**config.mk**
```make
export PLATFORM = sky130hd
export DESIGN_NAME = fsm_ab_driver_flat
export DESIGN_NICKNAME = d
export VERILOG_FILES = /design/src/rtl/fsm_ab_pkg.sv /design/src/rtl/fsm_ab_if.sv /design/src/rtl/fsm_ab_model.sv /design/src/rtl/fsm_ab_driver.sv /design/src/flat_wrapper.sv
export SDC_FILE = /design/constraint.sdc
export NUM_CORES = 1
export LEC_CHECK = 0
export ABC_AREA = 1
export BUFFER_PORTS_ARGS = -buffer_cell sky130_fd_sc_hd__buf_2
export CORE_ASPECT_RATIO = 0.6
export CORE_UTILIZATION = 59
export CTS_CLUSTER_DIAMETER = 40
export CTS_CLUSTER_SIZE = 24
export DETAILED_ROUTE_END_ITERATION = 8
export PLACE_DENSITY = 0.85
export SYNTH_ARGS = -nofsm -noshare
export SYNTH_HDL_FRONTEND = slang
export SYNTH_SLANG_ARGS = --single-unit
```
**constraint.sdc**
```tcl
create_clock -name clk -period 5.1 [get_ports clk]
set_input_delay 0.765 -clock clk [delete_from_list [all_inputs] [get_ports clk]]
set_output_delay 0.765 -clock clk [all_outputs]
set_load 0.02 [all_outputs]
```
**src/rtl/fsm_ab_pkg.sv**
```systemverilog
// Shared types and golden-model rules for the a/b sequence FSM driver.
// Control states, model states and next-state/output helpers.
package fsm_ab_pkg;

  typedef enum logic [1:0] {
    IDLE,
    LOAD,
    DRIVE,
    DONE
  } ctrl_e;

  typedef enum logic [1:0] {
    S0,
    S1,
    S2
  } mst_e;

  function automatic mst_e mst_next(
    input mst_e s,
    input logic a,
    input logic b
  );
    mst_e n;
    n = S0;
    case (s)
      S0: begin
        if (a && b)
          n = S2;
        else if (a)
          n = S1;
        else
          n = S0;
      end
      S1: n = a ? S0 : S1;
      default: n = S0;
    endcase
    return n;
  endfunction

  function automatic logic exp_y0_f(
    input mst_e s,
    input logic a,
    input logic b
  );
    return (s == S0) && a && b;
  endfunction

  function automatic logic exp_y1_f(input mst_e s);
    return (s == S1) || (s == S2);
  endfunction

endpackage

```
**src/rtl/fsm_ab_if.sv**
```systemverilog
// Link between the driver and the FSM under test.
// Driver owns reset and a/b; the FSM returns y0/y1.
interface fsm_ab_if;
  logic dut_rst;
  logic a;
  logic b;
  logic y0;
  logic y1;

  modport master (
    output dut_rst,
    output a,
    output b,
    input  y0,
    input  y1
  );

  modport slave (
    input  dut_rst,
    input  a,
    input  b,
    output y0,
    output y1
  );
endinterface

```
**src/rtl/fsm_ab_model.sv**
```systemverilog
// Registered golden model of the a/b sequence FSM.
// Expected y0 is Mealy on the live a/b; y1 is Moore.
module fsm_ab_model
  import fsm_ab_pkg::*;
(
  input  logic clk,
  input  logic reset,
  input  logic clear,
  input  logic step_en,
  input  logic a,
  input  logic b,
  output logic exp_y0,
  output logic exp_y1
);

  mst_e st_q;
  mst_e st_d;

  always_comb begin
    st_d = st_q;
    if (clear)
      st_d = S0;
    else if (step_en)
      st_d = mst_next(st_q, a, b);
  end

  always_ff @(posedge clk) begin
    if (reset)
      st_q <= S0;
    else
      st_q <= st_d;
  end

  assign exp_y0 = exp_y0_f(st_q, a, b);
  assign exp_y1 = exp_y1_f(st_q);

endmodule

```
**src/rtl/fsm_ab_driver.sv**
```systemverilog
// Stimulus/response driver for the a/b sequence FSM.
// Resets it, plays a loaded pattern, counts output mismatches.
module fsm_ab_driver
  import fsm_ab_pkg::*;
#(
  parameter int LEN   = 8,
  parameter int CNT_W = 8
) (
  input  logic             clk,
  input  logic             reset,
  input  logic             start,
  input  logic [LEN-1:0]   pat_a,
  input  logic [LEN-1:0]   pat_b,
  fsm_ab_if.master         dut,
  output logic             busy,
  output logic             done,
  output logic [CNT_W-1:0] err_count,
  output logic             pass
);

  localparam int IW = (LEN > 1) ? $clog2(LEN) : 1;
  localparam logic [IW-1:0] LAST = IW'(LEN - 1);
  localparam logic [CNT_W-1:0] CMAX = '1;

  ctrl_e            st_q, st_d;
  logic [LEN-1:0]   sa_q, sa_d;
  logic [LEN-1:0]   sb_q, sb_d;
  logic [IW-1:0]    idx_q, idx_d;
  logic [CNT_W-1:0] err_q, err_d;
  logic             pass_q, pass_d;

  logic in_drive;
  logic a_w;
  logic b_w;
  logic exp_y0;
  logic exp_y1;
  logic mis;

  assign in_drive = (st_q == DRIVE);
  assign a_w = in_drive & sa_q[0];
  assign b_w = in_drive & sb_q[0];
  assign mis = in_drive &
               ((dut.y0 != exp_y0) |
                (dut.y1 != exp_y1));

  always_comb begin
    st_d   = st_q;
    sa_d   = sa_q;
    sb_d   = sb_q;
    idx_d  = idx_q;
    err_d  = err_q;
    pass_d = pass_q;
    case (st_q)
      IDLE: begin
        if (start) begin
          st_d   = LOAD;
          sa_d   = pat_a;
          sb_d   = pat_b;
          idx_d  = '0;
          err_d  = '0;
          pass_d = 1'b0;
        end
      end
      LOAD: st_d = DRIVE;
      DRIVE: begin
        sa_d = sa_q >> 1;
        sb_d = sb_q >> 1;
        if (mis && (err_q != CMAX))
          err_d = err_q + 1'b1;
        // last step's mismatch must count toward pass
        if (idx_q == LAST) begin
          st_d   = DONE;
          pass_d = (err_d == '0);
        end else begin
          idx_d = idx_q + 1'b1;
        end
      end
      default: st_d = IDLE;
    endcase
  end

  always_ff @(posedge clk) begin
    if (reset) begin
      st_q   <= IDLE;
      sa_q   <= '0;
      sb_q   <= '0;
      idx_q  <= '0;
      err_q  <= '0;
      pass_q <= 1'b0;
    end else begin
      st_q   <= st_d;
      sa_q   <= sa_d;
      sb_q   <= sb_d;
      idx_q  <= idx_d;
      err_q  <= err_d;
      pass_q <= pass_d;
    end
  end

  fsm_ab_model u_model (
    .clk     (clk),
    .reset   (reset),
    .clear   (st_q == LOAD),
    .step_en (in_drive),
    .a       (a_w),
    .b       (b_w),
    .exp_y0  (exp_y0),
    .exp_y1  (exp_y1)
  );

  assign dut.dut_rst = (st_q == LOAD);
  assign dut.a       = a_w;
  assign dut.b       = b_w;
  assign busy        = (st_q != IDLE);
  assign done        = (st_q == DONE);
  assign err_count   = err_q;
  assign pass        = pass_q;

endmodule

```
**src/flat_wrapper.sv**
```systemverilog
// flat-port wrapper written by rule: the top's interface ports become plain ports
module fsm_ab_driver_flat import fsm_ab_pkg::*;
#(
  parameter int LEN   = 8,
  parameter int CNT_W = 8
)
  (clk, reset, start, pat_a, pat_b, busy, done, err_count, pass, dut_dut_rst, dut_a, dut_b, dut_y0, dut_y1);
  fsm_ab_if dut_i ();
  input  logic clk;
  input  logic reset;
  input  logic start;
  input  logic [LEN-1:0] pat_a;
  input  logic [LEN-1:0] pat_b;
  output logic busy;
  output logic done;
  output logic [CNT_W-1:0] err_count;
  output logic pass;
  output wire logic [$bits(dut_i.dut_rst)-1:0] dut_dut_rst;
  output wire logic [$bits(dut_i.a)-1:0] dut_a;
  output wire logic [$bits(dut_i.b)-1:0] dut_b;
  input wire logic [$bits(dut_i.y0)-1:0] dut_y0;
  input wire logic [$bits(dut_i.y1)-1:0] dut_y1;
  assign dut_dut_rst = dut_i.dut_rst;
  assign dut_a = dut_i.a;
  assign dut_b = dut_i.b;
  assign dut_i.y0 = dut_y0;
  assign dut_i.y1 = dut_y1;
  fsm_ab_driver #(.LEN(LEN), .CNT_W(CNT_W)) u_core (.clk(clk), .reset(reset), .start(start), .pat_a(pat_a), .pat_b(pat_b), .dut(dut_i), .busy(busy), .done(done), .err_count(err_count), .pass(pass));
endmodule
```
# Word level (Yosys, flattened, before mapping)
# Cells that the tools add are included.
# op_classes
mux,21
n_reduce_logical,15
eq_ne,12
bitwise_logic,4
n_addsub,2
# ops
operator,n
$pmux 8 s2,3
$mux 8,5
$add 8x1->8 const B,1
$logic_not 8->1,1
$ne 8x8->1 const B,1
$eq 2x2->1 const B,3
$mux 2,3
$mux 3,2
$ne 2x2->1 const B,3
$pmux 2 s3,1
$pmux 3 s2,1
$reduce_and 3->1,2
$eq 2x1->1 const B,2
$logic_and 1x1->1,4
$logic_not 2->1,2
$mux 1,4
$pmux 2 s2,1
$reduce_and 2->1,2
$reduce_bool 2->1,2
$add 3x1->3 const B,1
$and 1x1->1,3
$eq 3x3->1 const B,1
$ne 1x1->1,2
$pmux 1 s2,1
3 further kinds,3
# word_totals
out_inout_bits,14
elab_cells,61
register_bits,32

# Depth between registers and ports, before layout
# Gate-level depths: netlist of run 1.
# depth
depth_word,13
ltp_mapped,16
ltp_nobuf,15

# By module
# A second synthesis of run 1 with hierarchy kept.
# hier_totals
hier_cells,274
area_unflattened_um2,1843.0
# by_module_without_submodules
module,seq_area_each_um2,area_per_inst_um2,n_inst,cells_each
fsm_ab_driver,600.6,1676.6,1,249
fsm_ab_model,40.0,166.4,1,25

# Least setup slack after synthesis of run 1
# No wires, ideal clock.
# synth_timing
path_kind,register to output
from,register u_core.st_q[0]
to,output dut_b
arrival_time_ns,1.212
stages_incl_launch_ff,7
setup_slack_ns,3.123
t_required_ns,4.335
path_cell_list,dfxtp_1 -> inv_1 -> ha_1 -> buf_6 -> clkbuf_1 -> nand2_1 -> inv_1
# synth_between
elab_chain_cells,2
# synth_lines
item,line_no,rtl
"start, declared",fsm_ab_driver.sv:25,"ctrl_e st_q, st_d;"
"start signal, assigned",fsm_ab_driver.sv:91,st_q <= st_d;
$eq 2x2->1,fsm_ab_driver.sv:39,assign in_drive = (st_q == DRIVE);
$and 1x1->1,fsm_ab_driver.sv:41,assign b_w = in_drive & sb_q[0];
"end, declared",flat_wrapper.sv:20,output wire logic [$bits(dut_i.b)-1:0] dut_b;
# No other way between the ends.

# Worst setup path after layout of run 1
# layout_timing
from,register u_core.st_q[0]
to,output dut_a
# layout_between
elab_chain_cells,2
# layout_lines
item,line_no,rtl
$eq 2x2->1,fsm_ab_driver.sv:39,
$and 1x1->1,fsm_ab_driver.sv:40,assign a_w = in_drive & sa_q[0];
"end, declared",flat_wrapper.sv:19,output wire logic [$bits(dut_i.a)-1:0] dut_a;
# No other way between the ends.

==> results of run 1 <==
## through the flow
stage | hold WS, ns | std cells
2_1_floorplan | 0.429 | 257
3_3_place_gp | 0.453 | 324
3_5_place_dp | 0.458 | 324
4_1_cts | 0.467 | 331
5_1_grt | 0.493 | 331
6_report | 0.467 | 331
## kinds of logic after synthesis
kind of cell	share of synthesized area, %
flops	35.8
compound gates	16.3
buf+inv	8.05
xor+xnor	1.96
fa+ha+maj	7.00
simple gates	30.9
## worst max-delay path by stage
stage / startpoint / end / slack (ns) / depth (start not counted)
2_1_floorplan: u_core.st_q[0]$_SDFFE_PP0P_ / dut_b / 3.12 / 6
3_3_place_gp: start / u_core.sb_q[6]$_SDFFE_PP0P_ / 3.03 / 7
3_5_place_dp: u_core.st_q[0]$_SDFFE_PP0P_ / u_core.pass$_SDFFE_PP0P_ / 2.99 / 14
4_1_cts: u_core.st_q[0]$_SDFFE_PP0P_ / dut_a / 2.78 / 6
5_1_grt: u_core.st_q[0]$_SDFFE_PP0P_ / u_core.pass$_SDFFE_PP0P_ / 2.65 / 14
6_report: u_core.st_q[0]$_SDFFE_PP0P_ / dut_a / 2.77 / 6
## worst register-to-register path, stage by stage, from the launching register on
cell and delay [ns]:
dfxtp_1 0.36, inv_1 0.10, ha_1 0.17, buf_4 0.29, nand2_4 0.11, nor2_4 0.09
nand3_2 0.08, nand3_4 0.14, nand3_4 0.14, nand2_1 0.09, nand2_1 0.08, nor2_1 0.11
nand2_1 0.06, nor2_1 0.17, nor2_1 0.06, nor2_1 0.07
## flip-flops by register name, indices dropped and copies added, names as in the netlist
name / flops
u_core.sb_q: 8
u_core.pass: 1
u_core.st_q: 2
u_core.idx_q: 3
u_core.sa_q: 8
u_core.u_model.st_q: 2
u_core.err_count: 8
## synth_stat cells
| cell type | number |
|---|---|
| or2_2 | 1 |
| inv_1 | 23 |
| a21oi_1 | 17 |
| ha_1 | 10 |
| nand4_1 | 5 |
| dfxtp_1 | 32 |
| nand2_2 | 1 |
| xor2_1 | 1 |
| nor2_4 | 1 |
| inv_2 | 2 |
| a31oi_1 | 14 |
| buf_6 | 1 |
| nand3_4 | 2 |
| a221oi_1 | 1 |
| nand3_2 | 2 |
| nand2_4 | 1 |
| clkbuf_1 | 9 |
| nand3b_1 | 2 |
| o21ai_1 | 3 |
| nor2_1 | 15 |
| nand3_1 | 6 |
| xnor2_1 | 3 |
| nand2_1 | 81 |
| buf_2 | 1 |
| o21ai_0 | 19 |
| nor2_2 | 4 |
## report_power, final
group          switching, mW  total (mW)  leakage [nW]  internal, mW
logic                  0.268       0.389         0.612         0.121
registers             0.0417       0.358         0.262         0.317
clock network         0.0885       0.181        0.0410        0.0926
## layout make-up
type                    count  area [um2]  area share, %
multi-input cells         189        1000           48.9
flip-flops and latches     32         641           31.2
repair buffers             36         185           9.02
inverters                  25        93.8           4.57
clock buffers               6        72.6           3.53
well taps                  42        52.6           2.56
clock inverters             1        5.00          0.244
## metal layers
metal / GRT usage [%] / share of wire, % / vias to the layer above
li1: - / - / 902
met1: 37.3 / 53 / 786
met2: 40.0 / 41 / 45
met3: 6.15 / 5.6 / 5
met4: 8.24 / 0.79 / 0
met5: 0 / 0 / -
==> out/results.tsv, run 1 <==
metric	value	unit
# hold bufs at CTS	0	
RSZ-0062 raised after global routing	false	
CTS tree	built	
Final Instance Area	0.00205	mm2
most common cell after layout, fill and taps aside	nand2_1	
total gr overflow	0	
Crit path buffers/inverters	4	
Worst Path Required	4.34	ns
worst min path class	flop to flop	
RePlAce Congestion	0.854	
I/O pin cnt	35	
Gate Count Post-Synth	257	
Worst Reg-to-Reg Cells	15	
CP arrival	1.56	ns
CP delay by family, top	buffers and inverters	
CTS Buf Count	5	
CORE AREA	0.00287	mm2
die footprint	0.00326	mm2
crit path cell chain	inv_1, ha_1, buf_4, nand2_4, inv_1, buf_2	
post_cts resized	0	
post-CTS setup buffers	0	
Synth Register Bits	32	
n_diodes	0	
Max-Cap Viols	0	
synthesized area	0.00179	mm2
fillcell total	249	
Ys Warns	0	
number of global-route vias before repair	1475	
routed length per placed instance	11.5	um
die height	44.6	um
clk buf depth	2	
register area share after synthesis	35.8	%
share of the synthesized area in the top cell type	35.8	%
Port Buf Inserts	34	
Hold Crit Start	u_core.sb_q[7]$_SDFFE_PP0P_	
Final Hold Vio Count	0	
CP endpoint kind	output pin	
Crit-path slowest cell	dfxtp_1	
endpoints failing setup	0	
Synth-to-Final Area Change	14.8	%
commonest non-fill, non-tap cells in the layout	nand2_1, buf_2, dfxtp_1	
placed cell areas	0.00198	mm2
min Tclk post-route	2.33	ns
final wirelength	3.82	mm
pwr dens	452	mW/mm2
top cells by area, synth	dfxtp_1, nand2_1, ha_1	
router iterations before antenna repair	4	
Avg Vias per Cell	5.25	
final core occ	71.5	%
antenna violations before repair	0	
WHS Endpoint	u_core.sb_q[7]$_SDFFE_PP0P_	
Peak VDD IR	300	uV
CTS sink count	32	
mean post-synth cell area	6.96	um2
Synth cell types	26	
setup TNS	0	ns
Startpoint Class	flop	
clk_lat worst skew	0.28	ns
Mapped Nets	288	
period utilisation layout	45.7	%
initial drt markers	89	
Max Clock Freq	429	MHz
status	finished clean	
Root Driver	clkbuf_8	
gr usage total	26.4	%
Clk pin slew, worst setup/hold paths	0.06	ns
pre-CTS setup slack	2.99	ns
largest net degree at the start of global routing	31	
worst hold path stage count	2	
# DRC	0	
first-pass GRT wire length	6.51	mm
RR Startpoint	u_core.st_q[0]$_SDFFE_PP0P_	
worst slew pin tran	0.718	ns
r2r endpoint	u_core.pass$_SDFFE_PP0P_	
Antenna Nets Post-Route	0	
Worst path most repeated cell	inv_1	
dpl hpwl	2.70	mm
row count	15	
layout cell share with drive strength beyond 1	19.4	%
# nets final	320	
Yosys top cell by area	dfxtp_1	
via count	1738	
leak pwr	0.915	nW
DIE WIDTH	73.1	um
Setup WS post-layout	2.77	ns
CTS H-tree lvls	2	
CP max FO	27	
Fin Clk Skew	0.00276	ns
CP Class	flop to output pin	
Slew headroom	52.1	%
crit-path max cell delay	0.41	ns
total power	928	uW
Worst R2R Setup Slack	2.94	ns
Starting Density	62.3	%
Slew Limit Fails	0	
Power figures use the tool's default switching activity.
==> run 2, diff against run 1 <==
--- a/config.mk
+++ b/config.mk
@@ -8,11 +8,11 @@
 export ABC_AREA = 1
 export BUFFER_PORTS_ARGS = -buffer_cell sky130_fd_sc_hd__buf_2
 export CORE_ASPECT_RATIO = 0.6
-export CORE_UTILIZATION = 59
+export CORE_UTILIZATION = 49
 export CTS_CLUSTER_DIAMETER = 40
 export CTS_CLUSTER_SIZE = 24
 export DETAILED_ROUTE_END_ITERATION = 8
-export PLACE_DENSITY = 0.85
+export PLACE_DENSITY = 0.75
 export SYNTH_ARGS = -nofsm -noshare
 export SYNTH_HDL_FRONTEND = slang
 export SYNTH_SLANG_ARGS = --single-unit
==> constraint.sdc (replaced) <==
create_clock -name clk -period 2.1 [get_ports clk]
set_input_delay 0.315 -clock clk [delete_from_list [all_inputs] [get_ports clk]]
set_output_delay 0.315 -clock clk [all_outputs]
set_load 0.02 [all_outputs]
==> run 2 against run 1 <==
  * Register-to-register slack got worse by 2.7 ns
  * Combinational power rose to 2.7 times the previous value
  * Clock skew about the same
==> out/results.tsv, run 2 (synthesis gave the netlist of run 1 again) <==
metric	value	unit	change
CP arrival	2.12	ns	+0.56 ns
row count	16		+1
CTS H-tree lvls	2		unchanged
Slew Limit Fails	0		unchanged
CP Class	flop to flop		
Avg Vias per Cell	5.12		-2.5%
post_cts resized	0		unchanged
min Tclk post-route	1.89	ns	
CTS Buf Count	5		unchanged
final wirelength	4.17	mm	+9.3%
largest net degree at the start of global routing	31		unchanged
Final Hold Vio Count	0		unchanged
gr usage total	24.9	%	-1.5 points
status	finished clean		
Fin Clk Skew	0.00293	ns	+0.000162 ns
initial drt markers	157		+76%
Slew headroom	73.6	%	+22 points
CORE AREA	0.00336	mm2	+17%
period utilisation layout	90.1	%	
# hold bufs at CTS	0		unchanged
DIE WIDTH	80.0	um	+9.5%
dpl cells	335		+3.4%
worst slew pin tran	0.396	ns	-0.323 ns
die height	48.8	um	+9.3%
Peak VDD IR	650	uV	+120%
antenna violations before repair	0		unchanged
Port Buf Inserts	34		unchanged
Worst R2R Setup Slack	0.21	ns	-2.73 ns
# nets final	328		+2.5%
final std cells w/o fill	343		+3.6%
clk buf depth	2		unchanged
worst min path class	primary input to flop		
CTS tree	built		
setup TNS	0	ns	unchanged
Starting Density	53.2	%	-9.1 points
Clk pin slew, worst setup/hold paths	0.07	ns	about the same
router iterations before antenna repair	5		+1
total gr overflow	0		unchanged
routed length per placed instance	12.2	um	+5.5%
leak pwr	0.978	nW	+6.9%
via count	1756		+1.0%
I/O pin cnt	35		unchanged
CP max FO	10		-63%
RePlAce Congestion	0.854		about the same
die footprint	0.00390	mm2	+20%
first-pass GRT wire length	7.37	mm	+13%
Worst Path Required	2.33	ns	-2.01 ns
Antenna Nets Post-Route	0		unchanged
endpoints failing setup	0		unchanged
RSZ-0062 raised after global routing	false		
# DRC	0		unchanged
CTS sink count	32		unchanged
Root Driver	clkbuf_8		
clk_lat worst skew	0.29	ns	about the same
Max Clock Freq	529	MHz	
number of global-route vias before repair	1643		+11%
post-CTS setup buffers	0		unchanged
dpl hpwl	2.98	mm	+11%
worst hold path stage count	3		+1
Synth-to-Final Area Change	21.3	%	
pwr dens	1190	mW/mm2	+160%
n_diodes	0		unchanged
fillcell total	300		+20%
layout cell share with drive strength beyond 1	22.5	%	+3.1 points
Startpoint Class	flop		
Worst Reg-to-Reg Cells	13		-2
most common cell after layout, fill and taps aside	nand2_1		
CP endpoint kind	flop		
commonest non-fill, non-tap cells in the layout	nand2_1, buf_2, dfxtp_1		
Max-Cap Viols	0		unchanged
-- run 2: cell types whose count changed in the layout (fill, tap and decap cells not counted), sizes merged --
cell    previous run  this run
bufinv             0         1
buf               36        44
clkbuf             6         7
clkinv             1         0
-- run 2: layer usage --
metal | part of all wire [%] | GRT usage (%) | vias to the layer above | wire length (um)
li1 | - | - | 922 | -
met5 | 0 | 0 | - | 0
met3 | 9.2 | 8.41 | 8 | 383
met1 | 51 | 36.0 | 765 | 2140
met4 | 1.7 | 11.3 | 0 | 70
met2 | 38 | 32.9 | 61 | 1570
-- run 2: cell type report --
type | count | area (um2) | share of cell area (%)
sequential | 32 | 641 | 29.5
clock inverter | 1 | 30.0 | 1.38
timing repair buffer | 44 | 245 | 11.3
multi-input combinational | 189 | 1010 | 46.4
tap | 45 | 56.3 | 2.60
inverter | 25 | 93.8 | 4.33
clock buffer | 7 | 96.3 | 4.44
-- run 2: power by group --
| part | leakage (nW) | switching [mW] | internal [mW] |
|---|---|---|---|
| clock | 0.0645 | 0.245 | 0.419 |
| combinational | 0.651 | 0.681 | 0.367 |
| sequential | 0.262 | 0.0941 | 0.768 |
-- run 2: stage by stage --
stage | util (%) | setup slack (ns) | power (mW) | cell area [um2] | hold WS (ns)
floorplan | - | 0.375 | 1.61 | 1790 | 0.384
CTS | 64.4 | 0.104 | 2.57 | 2170 | 0.278
detailed placement | 60.6 | 0.127 | 1.91 | 2040 | 0.460
global route | 64.5 | 0.0161 | 2.79 | 2170 | 0.289
finish | 64.5 | 0.209 | 2.58 | 2170 | 0.285
global placement | 60.6 | 0.181 | 1.90 | 2040 | 0.447
-- run 2: final timing paths --
path	end	startpoint
max	u_core.pass$_SDFFE_PP0P_	u_core.st_q[1]$_SDFFE_PP0P_
min	u_core.sb_q[2]$_SDFFE_PP0P_	pat_b[2]
max reg2reg	u_core.pass$_SDFFE_PP0P_	u_core.st_q[1]$_SDFFE_PP0P_
min reg2reg	u_core.idx_q[0]$_SDFFE_PP0P_	u_core.idx_q[0]$_SDFFE_PP0P_
-- run 2: worst max-delay path, cell delays in order, from the launching register on --
cell     delay [ns]
dfxtp_1        0.39
ha_2           0.34
nand2_4        0.09
nor2_4         0.08
nand3_2        0.08
nand3_4        0.14
nand3_4        0.13
nand2_1        0.08
nand2_1        0.08
nor2_1         0.12
nand2_1        0.05
nor2_1         0.13
nor2_1         0.05
nor2_1         0.07
